$ cat src/rtl/alu_issue_ctrl.sv
// Issues register-to-register instructions to a combinational ALU on a fixed
// three-cycle schedule. It holds a 4-entry register file and writes each result back.
//
// state | meaning
// IDLE  | waiting for an instruction; direct loads allowed
// EXEC  | operands and opcode presented to the ALU; result captured at the edge
// WB    | wb_valid pulse cycle; returns to IDLE
module alu_issue_ctrl #(
    parameter int word_size = 8,
    parameter int num_regs  = 4
) (
    input  logic                 clk,
    input  logic                 rst_n,
    input  logic                 instr_valid,
    output logic                 instr_ready,
    input  logic [3:0]           instr_op,
    input  logic [1:0]           instr_rd,
    input  logic [1:0]           instr_rs1,
    input  logic [1:0]           instr_rs2,
    input  logic                 ld_en,
    input  logic [1:0]           ld_addr,
    input  logic [word_size-1:0] ld_data,
    output logic [3:0]           alu_sel,
    output logic [word_size-1:0] alu_data_1,
    output logic [word_size-1:0] alu_data_2,
    input  logic [word_size-1:0] alu_out,
    input  logic                 alu_zero_flag,
    output logic                 wb_valid,
    output logic [word_size-1:0] wb_data,
    output logic [1:0]           wb_addr,
    output logic                 z_flag,
    output logic                 busy
);

    typedef enum logic [1:0] {IDLE, EXEC, WB} state_t;

    state_t               state, state_next;
    logic                 accept, do_load, do_wb;
    logic [1:0]           rd;
    logic [word_size-1:0] rf [num_regs];

    always_ff @(posedge clk or negedge rst_n) begin
        if (!rst_n) state <= IDLE;
        else        state <= state_next;
    end

    // A load in IDLE takes priority over an instruction in the same cycle.
    always_comb begin
        state_next = state;
        accept     = 1'b0;
        do_load    = 1'b0;
        do_wb      = 1'b0;
        case (state)
            IDLE: begin
                do_load = ld_en;
                accept  = instr_valid && !ld_en;
                if (accept) state_next = EXEC;
            end
            EXEC: begin
                do_wb      = 1'b1;
                state_next = WB;
            end
            WB:      state_next = IDLE;
            default: state_next = IDLE;
        endcase
    end

    assign instr_ready = (state == IDLE) && !ld_en;
    assign busy        = (state != IDLE);

    always_ff @(posedge clk or negedge rst_n) begin
        if (!rst_n) begin
            for (int i = 0; i < num_regs; i++) rf[i] <= '0;
        end else if (do_wb) begin
            rf[rd] <= alu_out;
        end else if (do_load) begin
            rf[ld_addr] <= ld_data;
        end
    end

    // Operands are read only at the accept edge, so rd aliasing a source sees the old value.
    always_ff @(posedge clk or negedge rst_n) begin
        if (!rst_n) begin
            alu_sel    <= '0;
            alu_data_1 <= '0;
            alu_data_2 <= '0;
            rd         <= '0;
        end else if (accept) begin
            alu_sel    <= instr_op;
            alu_data_1 <= rf[instr_rs1];
            alu_data_2 <= rf[instr_rs2];
            rd         <= instr_rd;
        end
    end

    always_ff @(posedge clk or negedge rst_n) begin
        if (!rst_n) begin
            wb_valid <= 1'b0;
            wb_data  <= '0;
            wb_addr  <= '0;
            z_flag   <= 1'b0;
        end else begin
            wb_valid <= do_wb;
            if (do_wb) begin
                wb_data <= alu_out;
                wb_addr <= rd;
                z_flag  <= alu_zero_flag;
            end
        end
    end

endmodule
$ cat config.mk
export PLATFORM = sky130hd
export DESIGN_NAME = alu_issue_ctrl
export DESIGN_NICKNAME = d
export VERILOG_FILES = /design/src/rtl/alu_issue_ctrl.sv
export SDC_FILE = /design/constraint.sdc
export NUM_CORES = 1
export LEC_CHECK = 0
export CORE_AREA = 3 3 91 93
export CTS_CLUSTER_SIZE = 24
export DETAILED_ROUTE_END_ITERATION = 12
export DIE_AREA = 0 0 94 96
export PLACE_DENSITY = 0.73
export SYNTH_ARGS = -nofsm -noshare
export SYNTH_HDL_FRONTEND = slang
export SYNTH_SLANG_ARGS = --single-unit
$ cat constraint.sdc
create_clock -name clk -period 1.6 [get_ports clk]
set_clock_uncertainty 0.1 [all_clocks]
set_input_delay 0.32 -clock clk [delete_from_list [all_inputs] [get_ports clk]]
set_output_delay 0.32 -clock clk [all_outputs]
set_load 0.05 [all_outputs]
* Word-level counts from Yosys, hierarchy flattened *
Index checks and enable logic that the tools add are counted.

storage, ports and cells
  logic and storage cells = 52
  input port bits = 33
  memories kept = 0
  latch bits = 0
  memory bits (writable) = 0
  bits in registers = 68
  ROM bits = 0

operators by class
  divide/modulo/power cells = 0
  bitwise gates (word level) = 4
  $mul = 0
  shifts and indexed selects = 0
  magnitude comparators = 6
  add/sub/neg operators = 0
  reduce and logical (&&, ||, !) cells = 8
  muxes and demuxes = 19
  equality and inequality tests = 2

operators with widths
  operator                                                                       number
  32-bit bitwise mux                                                             2
  32-bit two-way mux                                                             2
  8-bit two-way mux                                                              6
  8-bit binary-select mux with 2-bit select                                      2
  8-bit demux with 2-bit select                                                  2
  3-bit >= comparator (second input constant)                                    4
  2-bit inverter with 3-bit output                                               4
  3-bit by 1-bit less-than comparator with 1-bit output (second input constant)  2
  1-bit logical AND                                                              4
  2-bit one-hot mux with 2 select lines                                          1
  2-bit nonzero test                                                             2
  1-bit two-way mux                                                              3
  2-bit by 1-bit equality test with 1-bit output (second input constant)         1
  2-bit logical NOT                                                              1
  2-bit two-way mux                                                              1
  2-bit != test (second input constant)                                          1
  1-bit logical NOT                                                              1

* Longest topological paths before layout *
Gate-level depths: netlist of the first run.

  depth in word-level cells = 8
  mapped depth = 7

* Least setup slack after synthesis of the first run *
Ideal clock, no wire load.

  path kind = register to register
  start point = register state[0]
  end point = register alu_data_1[0]
  clock period less this slack = 2.084 ns
  cell stages (with the launch flop) = 8
  data arrival time = 1.859 ns
  setup slack = -0.484 ns
  library setup time = 0.125 ns
  path through = dfrtp_1 buf_6 or2_4 nor2_4 and2_4 buf_6 buf_12 mux2_4

on the way
  cells in the longest elaborated chain, start to end = 2

ends and longest elaborated chain
  element                 line  text
  from (decl)             37    state_t state, state_next;
  from (signal assigned)  44    else state <= state_next;
  2-bit logical NOT       53    case (state)
  1-bit two-way mux       53
  to (signal assigned)    90    alu_data_1 <= rf[instr_rs1];
  to (decl)               24    output logic [word_size-1:0] alu_data_1,

Every way passes these cells.
A chain may end at the register's enable or synchronous reset.

* Worst setup path in the final report of the first run *
  start point = register state[1]
  end point = output port instr_ready

on the way
  cells in the longest elaborated chain, start to end = 2

ends and longest elaborated chain
  element            line  text
  2-bit logical NOT  68    assign instr_ready = (state == IDLE) && !ld_en;
  1-bit logical AND  68
  to (decl)          15    output logic instr_ready,

Every way passes these cells.

==> results.json, run 1 <==
{
  "firstDrtPassIters": 4,
  "ant_nets": 0,
  "die_area_mm2": 0.00902,
  "die_y_um": 96,
  "cts_buffer_depth": 2,
  "drive_above_1_share_pct": 41.0,
  "synth.net_count": 315,
  "path_delay_family": "flip-flops",
  "yosysSeqAreaShare_pct": 48.9,
  "crit_type": "flop to output port",
  "pwr-share-seq_pct": 35.0,
  "drt_iter0_drc": 299,
  "path_cells": "or2_4, nor2_4, buf_6, buf_12",
  "synth_top_area_share_pct": 48.9,
  "p_per_area_mw_per_mm2": 1370,
  "path_max_fanout": 2,
  "antenna_found_initial": 0,
  "grt_pass1_wl_um": 15300,
  "worst_slack_ns": -0.147,
  "tightest_slew_ns": 0.408,
  "synth_area_leader_cell": "dfrtp_1",
  "rsz0062_at_grt": "yes",
  "wl_per_cell_um": 20.1,
  "final.period_utilization_pct": 109,
  "vias": 2825,
  "placed_area_mm2": 0.00483,
  "core_mm2": 0.00761,
  "antenna_cells": 0,
  "hold-worst-slack_ns": 0.397,
  "regToRegSetupSlack_ns": -0.11,
  "ctsRootBufferMaster": "clkbuf_8",
  "final_common_cell": "dfrtp_1",
  "grt_pass1_vias": 3029,
  "fmax_mhz": 572,
  "fill_cells": 517,
  "cp-end-kind": "output port",
  "cp.arrival_ns": 1.33,
  "design_area_mm2": 0.00535,
  "dpl_worst_slack_ns": -0.401,
  "switching_share_pct": 36.1,
  "maxSlewViolCount": 0,
  "reg2reg_depth": 5,
  "placement.io_buffers": 66,
  "holdPathEnd": "z_flag",
  "min-delay-start": "alu_zero_flag",
  "grt_use_total_pct": 22.6,
  "cap_violations": 0,
  "critPathMaxStageDelay_ns": 0.38,
  "clkTransAtPathRegs_ns": 0.08,
  "hold_depth": 3,
  "failed_checks": "setup timing",
  "die_width_um": 94,
  "hpwl_um": 6410,
  "ys_ff_latch": 68,
  "p_sw_w": 0.00264,
  "cp_num_cells": 4,
  "clockPowerShare_pct": 21.8,
  "layout_common_cells": "dfrtp_1, buf_12, nand2_1",
  "slowest_stage": "dfrtp_1",
  "outcome": "complete, but fails checks",
  "rr_startpoint": "state[1]",
  "clk_latency_ns": 0.35,
  "drc": 0,
  "synth_area_per_cell_um2": 12.3,
  "syn_area_mm2": 0.00348,
  "routed_via_density": 5.68,
  "area_growth_pct": 53.7,
  "numCtsBuffers": 9,
  "pin_count": 67,
  "setup_viol": 24,
  "combPwrFrac_pct": 43.2,
  "critPathBufInv": 2,
  "synthCells": 282,
  "gp_congestion": 0.865,
  "initial_core_util_pct": 45.8,
  "ys_types": 35,
  "r2r_end": "alu_sel[1]",
  "gr-total-overflow": 0,
  "rows": 32,
  "required_ns": 1.18,
  "fin_nets": 423,
  "max_slew_margin_pct": 72.8,
  "synth_area_leaders": "dfrtp_1, mux4_2, mux2_4, a22oi_1, nand2_1",
  "final_hold_viol_count": 0,
  "p_leak_nw": 2.40,
  "p_total_w": 0.00731,
  "start_kind": "flop",
  "min_path_type": "input port to flop",
  "ir_worst_vdd_uv": 757,
  "totalWireLength_um": 9980,
  "yosys_warnings": 0,
  "period_needed_ns": 1.75,
  "cts_tree": "built",
  "grt_max_degree": 69,
  "cts_htree_levels": 3,
  "internal_power_w": 0.00467,
  "cts.sinks": 68
}
==> layer usage <==
layer  up-vias  track usage [%]  share of wire [%]
met1      1400             26.3                 37
met5         -                0                  0
met4         0             8.66                3.9
met3        31             7.97                9.7
li1       1239                -                  -
met2       155             38.4                 49
==> power groups by stage <==
stage / clock network [W] / logic [W] / registers, W
floorplan: 0 / 0.000825 / 0.00318
global placement: 0 / 0.00296 / 0.00255
detailed placement: 0 / 0.00302 / 0.00257
CTS: 0.00161 / 0.00308 / 0.00254
global route: 0.00168 / 0.00330 / 0.00261
finish: 0.00159 / 0.00316 / 0.00256
==> registers in the layout, indices dropped and copies added (netlist names), 2 cells and up <==
name	cells
alu_sel	4
rf	32
wb_addr	2
alu_data_2	8
alu_data_1	8
wb_data	8
state	2
rd	2
==> final cells by class <==
| type | instances | area, um2 | area share (%) |
|---|---|---|---|
| tap | 102 | 128 | 2.38 |
| timing repair buffer | 114 | 1560 | 29.2 |
| clock inverter | 7 | 100 | 1.87 |
| sequential | 68 | 1700 | 31.8 |
| inverter | 19 | 78.8 | 1.47 |
| multi-input combinational | 178 | 1660 | 30.9 |
| clock buffer | 9 | 124 | 2.31 |
==> cells in the mapped netlist (all sizes together) <==
library cell,number
a32oi,8
dfrtp,68
inv,19
a22oi,24
clkbuf,6
nor3b,3
a31oi,1
or2,1
mux2i,16
a211oi,1
nand2b,3
nor2,13
a21oi,10
o211ai,1
mux4,16
o21ai,11
nand2,43
and3b,1
mux2,22
buf,11
and2,2
nor3,2
==> cells by family (layout without fill, tap and decap cells) <==
| family | count (synthesis) | count (layout) | share of synthesized area, % |
|---|---|---|---|
| flip-flops | 68 | 68 | 48.9 |
| AND/OR/NAND/NOR | 68 | 68 | 9.77 |
| AO/OA/AOI/OAI | 56 | 56 | 11.4 |
| multiplexers | 54 | 54 | 24.1 |
| buffers and inverters | 36 | 149 | 5.86 |
==> worst register-to-register path: stages, from the launching register on <==
cell,delay (ns)
dfrtp_1,0.38
or2_4,0.27
nor2_4,0.10
and2_4,0.26
clkbuf_16,0.19
mux2_4,0.29
==> timing repair <==
action | in CTS | in global routing
hold endpoints to repair | 68 | 0
hold buffers | 1 | 0
resized for setup | 18 | 32
setup buffers | 4 | 6
setup endpoints to repair | 44 | 52
pin swaps | 1 | 7
cloned | 1 | 4
==> stage by stage <==
stage | util [%] | instances | setup TNS [ns]
after floorplan | - | 282 | -10.43
after global placement | 63.5 | 467 | -14.64
after detailed placement | 63.5 | 467 | -17.07
after CTS | 67.9 | 488 | -1.75
after global routing | 70.4 | 497 | -3.90
final | 70.4 | 497 | -1.98
==> worst max path at each step <==
| stage | slack, ns | to | from |
|---|---|---|---|
| 2_1_floorplan | -0.48 | alu_data_1[0] | state[0] |
| 3_3_place_gp | -0.36 | alu_data_2[7] | instr_rs2[0] |
| 3_5_place_dp | -0.40 | alu_data_2[7] | instr_rs2[0] |
| 4_1_cts | -0.16 | instr_ready | state[1] |
| 5_1_grt | -0.20 | instr_ready | state[1] |
| 6_report | -0.15 | instr_ready | state[1] |
Note: power is estimated with default switching activity, not from simulation.
==> inputs of run 2 (changes only) <==
Settings changed: TNS_END_PERCENT set to 20.
==> run 2 against run 1 <==
  * The run still ends with setup timing left
  * Clock power about the same
  * First-iteration DRC count fell by 20%
  * Clock-buffer cell count is the same
  * Total power is 2.1% lower
  * Critical path type unchanged
  * Critical endpoint unchanged
  * Largest cell class unchanged
==> results.json, run 2 (same netlist as run 1, synthesis figures left out) <==
{
  "outcome": "complete, but fails checks",
  "failed_checks": "setup timing",
  "totalWireLength_um": 9200,
  "period_needed_ns": 1.75,
  "grt_pass1_vias": 2939,
  "vias": 2709,
  "routed_via_density": 5.57,
  "worst_slack_ns": -0.151,
  "path_cells": "or2_4, nor2_4, buf_6, buf_12",
  "regToRegSetupSlack_ns": -0.10,
  "final_hold_viol_count": 0,
  "firstDrtPassIters": 4,
  "setup_viol": 27,
  "numCtsBuffers": 9,
  "final_common_cell": "dfrtp_1",
  "clk_latency_ns": 0.35,
  "rows": 32,
  "fin_nets": 412,
  "core_mm2": 0.00761,
  "fmax_mhz": 571,
  "crit_type": "flop to output port",
  "drt_iter0_drc": 238,
  "layout_common_cells": "dfrtp_1, nand2_1, buf_12",
  "drc": 0,
  "grt_max_degree": 69,
  "maxSlewViolCount": 0,
  "min_path_type": "input port to flop",
  "final.period_utilization_pct": 109,
  "initial_core_util_pct": 45.8,
  "antenna_found_initial": 0,
  "multi_input_area_mm2": 0.00158,
  "design_area_mm2": 0.00512,
  "cp-end-kind": "output port",
  "hpwl_um": 6410,
  "grt_pass1_wl_um": 14900,
  "max_slew_margin_pct": 74.5,
  "die_y_um": 96,
  "tightest_slew_ns": 0.382,
  "cap_violations": 0,
  "setup_tns_ns": -1.98,
  "clkTransAtPathRegs_ns": 0.08,
  "grt_use_total_pct": 21.8,
  "rsz0062_at_grt": "yes",
  "regArea_mm2": 0.00170,
  "start_kind": "flop",
  "wl_per_cell_um": 18.9,
  "pin_count": 67,
  "path_max_fanout": 3,
  "gr-total-overflow": 0,
  "gp_congestion": 0.865,
  "cts.sinks": 68,
  "fill_cells": 555,
  "placed_area_mm2": 0.00483,
  "largest_register_ffs": 32,
  "placement.io_buffers": 66,
  "cp.arrival_ns": 1.33,
  "final_core_util_pct": 67.3,
  "p_per_area_mw_per_mm2": 1400,
  "ant_nets": 0,
  "required_ns": 1.18,
  "top_register": "rf",
  "critPathMaxStageDelay_ns": 0.39,
  "hold-worst-slack_ns": 0.400,
  "slowest_stage": "dfrtp_1",
  "die_area_mm2": 0.00902,
  "area_growth_pct": 47.1,
  "cts_tree": "built",
  "p_leak_nw": 2.31,
  "die_width_um": 94,
  "drive_above_1_share_pct": 35.4,
  "cts_htree_levels": 3,
  "antenna_cells": 0,
  "cts_buffer_depth": 2,
  "ctsRootBufferMaster": "clkbuf_8",
  "ir_worst_vdd_uv": 747
}
## run 2: through the flow
| step | std cells | power, W | setup slack [ns] |
|---|---|---|---|
| after floorplan | 282 | 0.00401 | -0.484 |
| after global placement | 467 | 0.00551 | -0.365 |
| after detailed placement | 467 | 0.00559 | -0.401 |
| after CTS | 484 | 0.00719 | -0.177 |
| after global routing | 486 | 0.00746 | -0.218 |
| final | 486 | 0.00716 | -0.151 |
## run 2: routing by layer
layer | part of all wire [%] | vias to the layer above | GRT usage [%]
met2 | 50 | 147 | 36.4
li1 | - | 1215 | -
met1 | 38 | 1332 | 26.5
met3 | 10 | 15 | 6.96
met5 | 0 | - | 0
met4 | 1.9 | 0 | 8.54
## run 2: layout make-up
cell class / instances / share of cell area [%]
Clock buffer: 9 / 2.42
Clock inverter: 7 / 1.95
Inverter: 19 / 1.44
Multi-Input combinational cell: 178 / 30.8
Sequential cell: 68 / 33.2
Tap cell: 102 / 2.49
Timing Repair Buffer: 103 / 27.7
## run 2: final timing paths
kind                               start            end  depth (start not counted)
max                             state[1]    instr_ready                          4
min                        alu_zero_flag         z_flag                          3
max reg2reg                     state[1]  alu_data_1[4]                          5
min reg2reg                       rf[31]         rf[31]                          2
max in group asynchronous          rst_n     alu_sel[1]                          3
min in group asynchronous          rst_n  alu_data_1[3]                          3
## run 2: where the power goes
group	internal, W	total [W]	leakage, nW	switching [W]
Sequential	0.00212	0.00254	0.870	0.000427
Clock	0.000884	0.00158	0.102	0.000698
Combinational	0.00159	0.00303	1.34	0.00144
## run 2: critical path, delay by kind of cell (launching register included)
kind                   cells  cell delay, ns
AND/OR/NAND/NOR            2            0.37
flip-flops                 1            0.39
buffers and inverters      2            0.23
## run 2: timing repair
item	4_1_cts	5_1_grt
hold buffers	1	0
resized for setup	5	1
buffers inserted	0	0
cloned	0	2
hold endpoints to repair	68	0
pin swaps	1	1
endpoints found under the setup margin	44	56
